[config.mk]
export PLATFORM = sky130hd
export DESIGN_NAME = fetch_unit
export DESIGN_NICKNAME = d
export VERILOG_FILES = /design/src/rtl/fetch_unit.sv
export SDC_FILE = /design/constraint.sdc
export NUM_CORES = 1
export LEC_CHECK = 0
export ABC_CLOCK_PERIOD_IN_PS = 2300
export BUFFER_PORTS_ARGS = -buffer_cell sky130_fd_sc_hd__buf_2
export CAP_MARGIN = 20
export CORE_ASPECT_RATIO = 1.2
export CORE_MARGIN = 4
export CORE_UTILIZATION = 40
export CTS_BUF_LIST = sky130_fd_sc_hd__clkbuf_16
export DETAILED_ROUTE_END_ITERATION = 16
export GPL_TIMING_DRIVEN = 0
export PLACE_DENSITY_LB_ADDON = 0.1
export SYNTH_ARGS = -nofsm -noshare
export SYNTH_HDL_FRONTEND = slang
export SYNTH_SLANG_ARGS = --single-unit
[constraint.sdc]
create_clock -name clk -period 2.3 [get_ports clk]
set_input_delay 0.46 -clock clk [delete_from_list [all_inputs] [get_ports clk]]
set_output_delay 0.46 -clock clk [all_outputs]
set_load 0.005 [all_outputs]
[src/rtl/fetch_unit.sv]
// rtl/fetch_unit.sv - instruction fetch stage: PC, memory wait, IF/ID register with stall/redirect/halt
module fetch_unit #(
  parameter logic [31:0] RESET_PC  = 32'h0000_0000,
  parameter int          MEM_WAIT  = 2,
  parameter logic [31:0] HALT_WORD = 32'hFFFF_FFFF
) (
  input  logic        clk,
  input  logic        rst,
  output logic [31:0] imem_addr,
  input  logic [31:0] imem_instr,
  input  logic        stall,
  input  logic        redirect_valid,
  input  logic [31:0] redirect_pc,
  output logic [31:0] if_id_instr,
  output logic [31:0] if_id_pc4,
  output logic        if_id_valid,
  output logic        halted,
  output logic [31:0] instr_count
);

  localparam int             CW        = $clog2(MEM_WAIT + 2);
  localparam logic [CW-1:0]  WAIT_LAST = CW'(MEM_WAIT);

  typedef enum logic [1:0] {FETCH, READY, HALT} state_t;

  state_t        state, state_next;
  logic [31:0]   pc, pc_next;
  logic [CW-1:0] cnt, cnt_next;
  logic          slot_free, consume, sample;
  logic          do_capture, do_halt, flush;

  assign imem_addr = pc;

  always_comb begin
    state_next = state;
    pc_next    = pc;
    cnt_next   = cnt;
    do_capture = 1'b0;
    do_halt    = 1'b0;
    flush      = 1'b0;
    sample     = 1'b0;
    slot_free  = !if_id_valid || !stall;
    consume    = if_id_valid && !stall;
    case (state)
      FETCH, READY: begin
        // READY keeps the counter saturated, so it is always at the sample point
        sample = (state == READY) || (cnt == WAIT_LAST);
        if (redirect_valid) begin
          pc_next    = redirect_pc & 32'hFFFF_FFFC;
          cnt_next   = '0;
          state_next = FETCH;
          flush      = 1'b1;
        end else if (sample && slot_free) begin
          if (imem_instr == HALT_WORD) begin
            do_halt    = 1'b1;
            state_next = HALT;
          end else begin
            do_capture = 1'b1;
            pc_next    = pc + 32'd4;
            cnt_next   = '0;
            state_next = FETCH;
          end
        end else if (sample) begin
          state_next = READY;
        end else begin
          cnt_next = cnt + CW'(1);
        end
      end
      default: ;
    endcase
  end

  always_ff @(posedge clk) begin
    if (rst) begin
      state <= FETCH;
      pc    <= RESET_PC & 32'hFFFF_FFFC;
      cnt   <= '0;
    end else begin
      state <= state_next;
      pc    <= pc_next;
      cnt   <= cnt_next;
    end
  end

  always_ff @(posedge clk) begin
    if (rst) begin
      if_id_instr <= '0;
      if_id_pc4   <= '0;
      if_id_valid <= 1'b0;
      halted      <= 1'b0;
      instr_count <= '0;
    end else begin
      if (do_capture) begin
        if_id_instr <= imem_instr;
        if_id_pc4   <= pc + 32'd4;
        if_id_valid <= 1'b1;
        instr_count <= instr_count + 32'd1;
      end else if (flush || consume) begin
        if_id_valid <= 1'b0;
      end
      if (do_halt) halted <= 1'b1;
    end
  end

endmodule
==> results.md <==
- Run status: completed
- Final hold slack: 0.2979 ns
- Min-delay worst type: input pin to register
- Crit path buf inv count: 2
- Post-synth cell types: 61
- Total gr overflow: 0
- Std cell rows: 52
- LEAKAGE: 3.617 nW
- Final setup violation count: 0
- CTS clk-pin slew, worst paths: 0.06 ns
- Placed Area: 0.008040 sq mm
- CTS buffer count: 17
- Routed length per instance: 18.65 microns
- CTS Root Cell: clkbuf_16
- Simple-gate area share of the yosys netlist: 0.2542
- P per Cell Area: 683.6 mW/mm^2
- PnR worst setup slack: 0.02655 ns
- Post-Syn Area: 0.006813 sq mm
- Die Span Y: 151.0 microns
- Global Route Usage Sum: 0.2393
- First-pass GRT wire length: 36.28 mm
- DP HPWL: 17.61 mm
- Synth Area in Adders: 0.005510
- ANT cells: 0
- Post-synthesis mux area share: 0.04757
- Area Overhead vs Synth: 29.49%
- CTS max path bufs: 2
- Sum Neg Setup Slack: 0 ns
- Crit path DAT: 2.59 ns
- Via count: 7256
- Ys flop type: dfxtp_1
- Worst vdd ir: 0.0004220 V
- Setup Crit Path Kind: register to register
- Placer Congestion: 0.8847
- Layout cell share with drive strength beyond 1: 0.2963
- Die Wd: 127.1 microns
- Vias in the first global route: 6799
- Core Area: 0.01679 sq mm
- Data required time at the worst endpoint: 2.61 ns
- Final Util: 0.5256
- Post-cts hold buffer count: 0
- Final hold vios: 0
- Initial Utilization: 0.4059
- 1st-pass router iterations: 5
- Fmax: 439.9 MHz
- Final Cell Area: 0.008822 sq mm
- Largest net degree at the start of global routing: 17
- Setup WS pre-CTS: -0.4536 ns
- Startpoint types: register
- Crit path largest cell delay: 0.44 ns
- CTS sink cnt: 130
- CTS tree: done
- # port buffers: 189
- Largest family of logic cells by synthesized area: simple AND/OR/NAND/NOR gates
- Register area share after synthesis: 0.3820
- Setup Skew: 0.009452 ns
- DRC: 0
- Final Power: 6.031 mW
- #FFs+latches synth: 130
- CP max FO: 10
- Post-synthesis compound-gate area fraction: 0.2114
- Ports: 198
- RSZ-0062 raised after global routing: yes
- Final min period: 2.273 ns
- Max-capacitance violation count: 0
- Die area: 0.01919 sq mm
- Crit share post-route: 0.9885
- Clk_lat worst skew: 0.42 ns
- Crit path capture type: register
- Iter 0 DRT Violations: 420
- XOR/XNOR share of the synthesized area: 0.03471
- Fin cells: 1279
- Post-synth EDFFs: 0
- Placed Instances: 1245
- Via/cell ratio: 5.673
- Cell count after synthesis: 837
- Async SR Flop Fraction: 0
- Initial antenna violation count: 0
- CP delay by family, top: simple AND/OR/NAND/NOR gates
- Antenna viol nets, final: 0
- Total wire length: 23.86 mm
- CTS H-tree depth: 4
- Fin nets: 1122
- YS warnings: 0
- Slew HR: 0.5078
- CP Cell Sequence: inv_1 -> ha_1 -> o2bb2ai_1 -> or3_4 -> clkbuf_2 -> nor4_1 -> mux2_2
- Slowest stage cell, crit path: or3_4
- Slew of the pin with the lowest slew margin: 0.7383 ns
- Syn Area/Cell: 8.140 sq um
- Slew Limit Fails: 0
## state kept, by name, indices dropped and copies added (netlist names)
name / cells
if_id_instr: 32
halted: 1
if_id_pc4: 30
imem_addr: 30
instr_count: 32
if_id_valid: 1
cnt: 2
state: 2
## worst min-delay path, cell delays in order
cell and delay [ns]:
buf_2 0.10, nand3_1 0.06, a21oi_1 0.05
## synthesized netlist by cell type (10+ instances only)
library cell | instances | area, sq um
dfxtp_1 | 130 | 2603
a21oi_1 | 93 | 465.5
nand3_1 | 65 | 325.3
nor2_1 | 61 | 229.0
o21ai_0 | 47 | 235.2
nand2_1 | 46 | 172.7
clkbuf_1 | 40 | 150.1
nand4_1 | 37 | 231.5
nor2b_1 | 26 | 162.7
nor4_1 | 25 | 156.4
a211oi_1 | 24 | 180.2
mux2_2 | 21 | 236.5
a31oi_1 | 15 | 93.84
buf_2 | 15 | 75.07
nor3_1 | 15 | 75.07
xor2_1 | 15 | 131.4
xnor2_1 | 12 | 105.1
inv_1 | 11 | 41.29
and3_1 | 10 | 62.56
## final cells by class
class	count	area (sq um)
plain buffers	76	404.1
multi-input cells	622	3864
inverters	11	41.29
well taps	216	270.3
clock inverters	14	239.0
flip-flops and latches	130	2603
clock buffers	17	425.4
repair buffers	193	975.9
fillers	1646	7964
## path summary, 6_finish.rpt
path | to | slack, ns | from | depth (start not counted)
setup reg to reg | instr_count[16] | 0.03 | cnt[0] | 7
hold / removal | if_id_instr[15] | 0.30 | imem_instr[15] | 3
setup / recovery | instr_count[16] | 0.03 | cnt[0] | 7
hold reg to reg | if_id_instr[11] | 0.47 | if_id_instr[11] | 2
## power by group
group	leakage [nW]	switching (mW)	internal, mW	total, mW
Sequential	1.05	0.0762	2.32	2.40
Combinational	2.24	0.332	0.226	0.558
Clock	0.320	1.05	2.02	3.07
## metal layers
| layer | up-vias | share of wire | track usage |
|---|---|---|---|
| met5 | - | 0 | 0 |
| met4 | 0 | 0.022 | 0.08745 |
| met3 | 37 | 0.058 | 0.05115 |
| met2 | 242 | 0.50 | 0.4094 |
| met1 | 3463 | 0.42 | 0.2969 |
| li1 | 3514 | - | - |
## what timing repair did
action                     CTS  global route
hold endpoints to repair     0             0
resized for setup            8            23
pin swaps                    0             3
setup endpoints to repair   95            61
buffers inserted             0             4
gates cloned                 0             0
## cells in the final DEF, fill, tap and decap left out, types with 10 or more instances in the layout
| cell | instances |
|---|---|
| inv_1 | 12 |
| nand4_1 | 37 |
| dfxtp_1 | 130 |
| xor2_1 | 15 |
| xnor2_1 | 12 |
| nor4_1 | 17 |
| nand2_1 | 46 |
| a31oi_1 | 15 |
| nor2b_1 | 26 |
| mux2_2 | 21 |
| buf_4 | 13 |
| nor3_1 | 14 |
| buf_2 | 208 |
| clkbuf_1 | 31 |
| a211oi_1 | 24 |
| and3_1 | 10 |
| clkbuf_16 | 17 |
| nor2_1 | 59 |
| o21ai_0 | 47 |
| a21oi_1 | 93 |
| nand3_1 | 65 |
## logic make-up after synthesis
group                      Yosys count
muxes                               29
adders and majority gates            3
and+or+nand+nor                    323
other                                1
xor gates and xnor gates            27
buffers and inverters               88
AOI/OAI and AO/OA                  236
DFF                                130
Power figures use the tool's default switching activity.
